**src/rtl/koa_pipe_mult_if.sv**
```systemverilog
// ---------------------------------------------------------------------------
// koa_pipe_mult_if -- operand/product handshake bundle for koa_pipe_mult.
//
// Parameters:
//   SW            operand width in bits
// Signals (directions as seen from the multiplier, modport slave):
//   valid_i       in   operand pair on Data_A_i/Data_B_i is valid
//   ready_o       out  multiplier accepts operands this cycle
//   Data_A_i      in   multiplicand, unsigned, SW bits
//   Data_B_i      in   multiplier, unsigned, SW bits
//   flush_i       in   synchronous pipeline flush
//   valid_o       out  sgf_result_o holds a valid product
//   ready_i       in   downstream accepts the product this cycle
//   sgf_result_o  out  product, 2*SW bits
//   busy_o        out  at least one stage holds a valid operation
// The master modport is the mirror image, for the producer/consumer side.
// ---------------------------------------------------------------------------
interface koa_pipe_mult_if #(
  parameter int SW = 24
);
  logic            valid_i;
  logic            ready_o;
  logic [SW-1:0]   Data_A_i;
  logic [SW-1:0]   Data_B_i;
  logic            flush_i;
  logic            valid_o;
  logic            ready_i;
  logic [2*SW-1:0] sgf_result_o;
  logic            busy_o;

  modport slave (
    input  valid_i, Data_A_i, Data_B_i, flush_i, ready_i,
    output ready_o, valid_o, sgf_result_o, busy_o
  );

  modport master (
    output valid_i, Data_A_i, Data_B_i, flush_i, ready_i,
    input  ready_o, valid_o, sgf_result_o, busy_o
  );
endinterface

```
**src/rtl/koa_pipe_mult.sv**
```systemverilog
// ---------------------------------------------------------------------------
// koa_pipe_mult -- three-stage, one-level Karatsuba significand multiplier.
//
// Computes the unsigned SW x SW product at one result per cycle, 3 cycles of
// latency, with valid/ready flow control (whole-pipeline stall, no bubble
// compression) and a synchronous flush.
//
// Parameters:
//   SW          operand width, 4..64, odd or even
//   RESET_DATA  1: datapath registers cleared by reset; 0: only valid bits
// Ports:
//   clk   rising-edge clock
//   rst   asynchronous, active-high reset
//   bus   koa_pipe_mult_if.slave (operand handshake, flush, product
//         handshake, busy)
//
// Split: L = ceil(SW/2) low bits, H = floor(SW/2) high bits.
//   S1: AH, AL, BH, BL, SA = AH+AL, SB = BH+BL
//   S2: PH = AH*BH, PL = AL*BL, PM = SA*SB
//   S3: (PH << 2L) + ((PM - PH - PL) << L) + PL
// ---------------------------------------------------------------------------
module koa_pipe_mult #(
  parameter int SW         = 24,
  parameter bit RESET_DATA = 1'b0
) (
  input logic            clk,
  input logic            rst,
  koa_pipe_mult_if.slave bus
);
  localparam int L  = SW - SW / 2;
  localparam int H  = SW / 2;
  localparam int RW = 2 * SW;
  localparam int MW = 2 * L + 2;

  typedef struct packed {
    logic [H-1:0] ah;
    logic [H-1:0] bh;
    logic [L-1:0] al;
    logic [L-1:0] bl;
    logic [L:0]   sa;
    logic [L:0]   sb;
  } s1_t;

  typedef struct packed {
    logic [2*H-1:0] ph;
    logic [2*L-1:0] pl;
    logic [MW-1:0]  pm;
  } s2_t;

  typedef struct packed {
    s1_t           s1;
    s2_t           s2;
    logic [RW-1:0] res;
  } pipe_t;

  logic          v1, v2, v3;
  logic          en;
  pipe_t         pipe_q, pipe_d;
  logic [MW-1:0] mid;

  // The whole pipeline advances together; it only stalls when the output
  // stage is full and downstream refuses it.
  assign en          = ~v3 | bus.ready_i;
  assign bus.ready_o = en & ~bus.flush_i;
  assign bus.valid_o = v3;
  assign bus.busy_o  = v1 | v2 | v3;
  assign bus.sgf_result_o = pipe_q.res;

  always_comb begin
    // NOTE: default-assign everything an always_comb writes so no path
    // leaves a variable unassigned and infers a latch.
    pipe_d = pipe_q;
    mid    = '0;

    // Stage 1: split operands and form the half sums (one carry bit wide).
    pipe_d.s1.ah = bus.Data_A_i[SW-1:L];
    pipe_d.s1.al = bus.Data_A_i[L-1:0];
    pipe_d.s1.bh = bus.Data_B_i[SW-1:L];
    pipe_d.s1.bl = bus.Data_B_i[L-1:0];
    pipe_d.s1.sa = (L+1)'(bus.Data_A_i[SW-1:L]) + (L+1)'(bus.Data_A_i[L-1:0]);
    pipe_d.s1.sb = (L+1)'(bus.Data_B_i[SW-1:L]) + (L+1)'(bus.Data_B_i[L-1:0]);

    // Stage 2: the three leaf products.
    pipe_d.s2.ph = (2*H)'(pipe_q.s1.ah) * (2*H)'(pipe_q.s1.bh);
    pipe_d.s2.pl = (2*L)'(pipe_q.s1.al) * (2*L)'(pipe_q.s1.bl);
    pipe_d.s2.pm = MW'(pipe_q.s1.sa) * MW'(pipe_q.s1.sb);

    // Stage 3: recombine. PM - PH - PL = AH*BL + AL*BH, never negative.
    // The exact product fits in RW bits, so summing modulo 2^RW loses
    // nothing: the carry out of bit RW-1 is always zero.
    mid = pipe_q.s2.pm - MW'(pipe_q.s2.ph) - MW'(pipe_q.s2.pl);
    pipe_d.res = (RW'(pipe_q.s2.ph) << (2 * L))
               + (RW'(mid) << L)
               + RW'(pipe_q.s2.pl);
  end

  // NOTE: sequential state uses non-blocking assignments so every register
  // samples pre-edge values regardless of statement order.
  always_ff @(posedge clk or posedge rst) begin
    if (rst) begin
      {v1, v2, v3} <= 3'b000;
    end else if (bus.flush_i) begin
      {v1, v2, v3} <= 3'b000;
    end else if (en) begin
      v1 <= bus.valid_i & bus.ready_o;
      v2 <= v1;
      v3 <= v2;
    end
  end

  if (RESET_DATA) begin : g_rst_data
    always_ff @(posedge clk or posedge rst) begin
      if (rst)     pipe_q <= '0;
      else if (en) pipe_q <= pipe_d;
    end
  end else begin : g_no_rst_data
    // NOTE: datapath registers carry no reset; the valid bits alone say
    // whether their contents mean anything.
    always_ff @(posedge clk) begin
      if (en) pipe_q <= pipe_d;
    end
  end
endmodule

```
**src/flat_wrapper.sv**
```systemverilog
// flat-port wrapper written by rule: the top's interface ports become plain ports
module koa_pipe_mult_flat 
#(
  parameter int SW         = 24,
  parameter bit RESET_DATA = 1'b0
)
  (clk, rst, bus_valid_i, bus_Data_A_i, bus_Data_B_i, bus_flush_i, bus_ready_i, bus_ready_o, bus_valid_o, bus_sgf_result_o, bus_busy_o);
  koa_pipe_mult_if #(.SW(SW)) bus_i ();
  input logic clk;
  input logic rst;
  input wire logic [$bits(bus_i.valid_i)-1:0] bus_valid_i;
  input wire logic [$bits(bus_i.Data_A_i)-1:0] bus_Data_A_i;
  input wire logic [$bits(bus_i.Data_B_i)-1:0] bus_Data_B_i;
  input wire logic [$bits(bus_i.flush_i)-1:0] bus_flush_i;
  input wire logic [$bits(bus_i.ready_i)-1:0] bus_ready_i;
  output wire logic [$bits(bus_i.ready_o)-1:0] bus_ready_o;
  output wire logic [$bits(bus_i.valid_o)-1:0] bus_valid_o;
  output wire logic [$bits(bus_i.sgf_result_o)-1:0] bus_sgf_result_o;
  output wire logic [$bits(bus_i.busy_o)-1:0] bus_busy_o;
  assign bus_i.valid_i = bus_valid_i;
  assign bus_i.Data_A_i = bus_Data_A_i;
  assign bus_i.Data_B_i = bus_Data_B_i;
  assign bus_i.flush_i = bus_flush_i;
  assign bus_i.ready_i = bus_ready_i;
  assign bus_ready_o = bus_i.ready_o;
  assign bus_valid_o = bus_i.valid_o;
  assign bus_sgf_result_o = bus_i.sgf_result_o;
  assign bus_busy_o = bus_i.busy_o;
  koa_pipe_mult #(.SW(SW), .RESET_DATA(RESET_DATA)) u_core (.clk(clk), .rst(rst), .bus(bus_i));
endmodule
```
**config.mk**
```make
export PLATFORM = sky130hd
export DESIGN_NAME = koa_pipe_mult_flat
export DESIGN_NICKNAME = d
export VERILOG_FILES = /design/src/rtl/koa_pipe_mult_if.sv /design/src/rtl/koa_pipe_mult.sv /design/src/flat_wrapper.sv
export SDC_FILE = /design/constraint.sdc
export NUM_CORES = 1
export LEC_CHECK = 0
export CORE_MARGIN = 5
export CORE_UTILIZATION = 68
export DETAILED_ROUTE_END_ITERATION = 8
export PLACE_DENSITY = 0.95
export SYNTH_ARGS = -nofsm -noshare
export SYNTH_HDL_FRONTEND = slang
export SYNTH_SLANG_ARGS = --single-unit
```
**constraint.sdc**
```tcl
create_clock -name clk -period 9.5 [get_ports clk]
set_input_delay 1.9 -clock clk [delete_from_list [all_inputs] [get_ports clk]]
set_output_delay 1.9 -clock clk [all_outputs]
set_load 0.02 [all_outputs]
```
# After elaboration in Yosys (flattened, before gate mapping)
# Cells that the tools add are included.
# Widths: inputs -> output; s select.
# totals
ff_bits,199
latch_bits,0
ram_bits,0
rom_bits,0
elab_cells,36
memories,0
# classes
addsub,6
multipliers,3
div_mod_pow,0
magnitude_cmp,0
eq_ne,0
shifts,0
mux,6
bitwise,7
reduce_logical,1
# ops
op,count
$sub 26x24->26,2
$add 48x24->48,1
$add 48x38->48,1
$mul 12x12->24,2
$add 12x12->13,2
$mul 13x13->26,1
$mux 1,6
$or 1x1->1,3
$and 1x1->1,2
$not 1->1,2
$reduce_bool 2->1,1

# Logic depth before layout (Yosys ltp)
# depth
ltp_word,6
ltp_mapped,22
mapped_depth_nobuf,21

# Worst setup path after synthesis
# No wires, ideal clock.
# synth_path
path_kind,input to register
start,input port bus_ready_i
end,"register u_core.pipe_q, in the netlist u_core.bus.sgf_result_o[0] (enable)"
arrival_ps,5796
slack_ps,3155
stages,2
path_cell_list,nor2b_1 > inv_1
# synth_between
elab_chain_len,1
# synth_rtl
element,line_no,source
start: declaration,flat_wrapper.sv:15,input wire logic [$bits(bus_i.ready_i)-1:0] bus_ready_i;
$or 1x1->1,koa_pipe_mult.sv:63,assign en = ~v3 | bus.ready_i;
end signal: assignment,koa_pipe_mult.sv:120,if (en) pipe_q <= pipe_d;
end: declaration,koa_pipe_mult.sv:58,"pipe_t pipe_q, pipe_d;"
# Every way passes these cells.
# A chain may end at the register's enable or synchronous reset.

==> reports/results.ini <==
[run_status]
outcome=finished clean

[timing]
finClkSkew_ps=12.6
fmax_ghz=0.165
setup_violations=0
finalHoldViolations=0
period_needed_ps=6070
setup_tns_ps=0
rsz0062_at_grt=no
slew_viol_final=0
fin_crit_sh_pct=63.9
tightest_slew_ps=997
holdWs_ps=462
max-slew-margin-rel_pct=33.6

[cts]
clk_latency_ps=470
cts_resized=0
cts-root-buf=clkbuf_16
clockBufferDepth=2
numCtsBuffers=17
htree_levels=4
cts.sinks=199
hold_buffers=0
postCtsSetupBuffers=0
clkTransAtPathRegs_ps=80
cts_tree=built

[die]
start_util_pct=68.4
coreArea_um2=37400
num_rows=71
die_x_um=204
io_pins=104
die-height_um=204
die_area_um2=41600

[yosys]
seq_area_frac_synth_pct=23.3
synth.avg_cell_area_um2=9.76
async_flop_share_pct=1.51
ys_ff_latch=199
synth_edf_count=196
synth.cell_area_um2=25600
synth_warnings=0
syn-num-nets=3294
synthCells=2621
synth_cell_types=59
ys.flop_type=edfxtp_1

[place]
hpwl_um=49400
gp_congestion=0.958
io_buffers=103
place_area_um2=26600

[detailed_routing]
drt.antenna.violating_nets=0
dr_total_vias=18600
route.detailed.drc=0
viasPerCell=5.95
wire_per_inst_um=19.7
drt_iter0_drc=1661
routed_wl_um=61700
drtPass1Iterations=6

[finish]
stdcell_area_um2=27200
area_delta_synth_final_pct=6.31
layout_commonest_cell=inv_1
drive_gt1_share_pct=2.06
fin_util_pct=72.7
fin_nets=3285
layout_common_cells=inv_1, fa_1, nand2_1
antenna_cells=0

[critical_path]
setup.worst_path.end_class=flip-flop
crit_required_ps=9730
critPathArrivalTime_ps=6290
critPathMaxFanout=12
worstSetupStartpointType=flip-flop
path_class=flip-flop to flip-flop

[global_route]
antenna_found_initial=0
grt_pass1_vias=20000
grt_util_all_layers_pct=31.0
overflow=0
grt_pass1_wl_um=102000
grt_max_degree=125

[job]
maxCapViolations=0

[hold_path]
hold_path_class=flip-flop to flip-flop

-- area by class of cell --
class | instances | area, µm²
flip-flops and latches | 199 | 5960
multi-input cells | 1762 | 17000
well taps | 511 | 639
fillers | 2521 | 10200
clock buffers | 17 | 425
clock inverters | 15 | 189
repair buffers | 104 | 1040
inverters | 528 | 1990
-- cells in the mapped netlist, types with 6 or more instances --
cell	number	area, µm²
o21a_1	28	210
ha_1	272	3400
buf_4	48	360
and3_1	11	68.8
o21bai_1	11	82.6
a31o_2	6	52.6
o21ai_0	55	275
nand3_1	24	120
a21o_1	55	413
xor2_1	36	315
nor2_1	59	221
and2_1	188	1180
fa_1	348	6970
nor4_1	6	37.5
xnor2_1	91	797
edfxtp_1	196	5890
inv_1	528	1980
nor2b_1	17	106
a31oi_1	8	50.1
o21ai_1	7	35.0
nor3_1	16	80.1
a21oi_1	105	526
nand4_1	9	56.3
nand2b_1	8	50.1
buf_2	7	35.0
nand2_1	332	1250
clkbuf_1	77	289
o211ai_1	10	75.1
-- routing by layer --
metal | vias up | GRT usage, % | wire (µm) | share of wire, %
met5 | - | 0 | 0 | 0
met4 | 0 | 15.6 | 3540 | 5.7
met3 | 255 | 5.28 | 5230 | 8.5
met2 | 1042 | 51.2 | 29300 | 48
met1 | 9097 | 39.8 | 23600 | 38
li1 | 8250 | - | - | -
-- worst max-delay path: stages, from the launching register on --
cell and delay (ps):
edfxtp_1 790, nand2_1 190, fa_1 480, fa_1 450, inv_1 90, fa_1 450
fa_1 540, inv_1 50, fa_1 480, inv_1 40, ha_1 380, a21o_1 210
a21oi_1 150, o21ai_0 150, a211oi_1 390, o211ai_1 200, a21oi_1 340, o211ai_1 170
a31o_2 250
-- metrics by stage --
stage	instances	worst slack, ps
global route	3136	3300
finish	3136	3430
detailed placement	3104	3630
global placement	3104	3770
floorplan	2621	3150
CTS	3136	3610
-- cell families after synthesis --
kind of cell             Yosys count  synth area share, %
XOR/XNOR                         127                 4.35
AO/OA/AOI/OAI                    332                 8.68
AND/OR/NAND/NOR                  682                 12.7
multiplexers                       1               0.0391
adder cells (fa/ha/maj)          620                 40.5
flip-flops                       199                 23.3
buffers and inverters            660                 10.4
-- worst paths after layout --
path                               startpoint                         end  slack (ps)  cells after the start
min reg2reg                 u_core.pipe_q[81]  u_core.bus.sgf_result_o[7]         460                      0
min                         u_core.pipe_q[81]  u_core.bus.sgf_result_o[7]         460                      0
max reg2reg                u_core.pipe_q[163]           u_core.pipe_q[97]        3430                     18
max                        u_core.pipe_q[163]           u_core.pipe_q[97]        3430                     18
max in group asynchronous                 rst                   u_core.v2        7770                      2
min in group asynchronous                 rst                   u_core.v1        1610                      2
-- flip-flops by register name, indices dropped and copies added, names as in the netlist --
signal,cells
u_core.pipe_q,148
u_core.bus.sgf_result_o,48
u_core.bus.valid_o,1
u_core.v1,1
u_core.v2,1
Power is left out: the tool's default activity adds up to more than one toggle a clock period on the data nets, which glitch-free logic cannot reach.
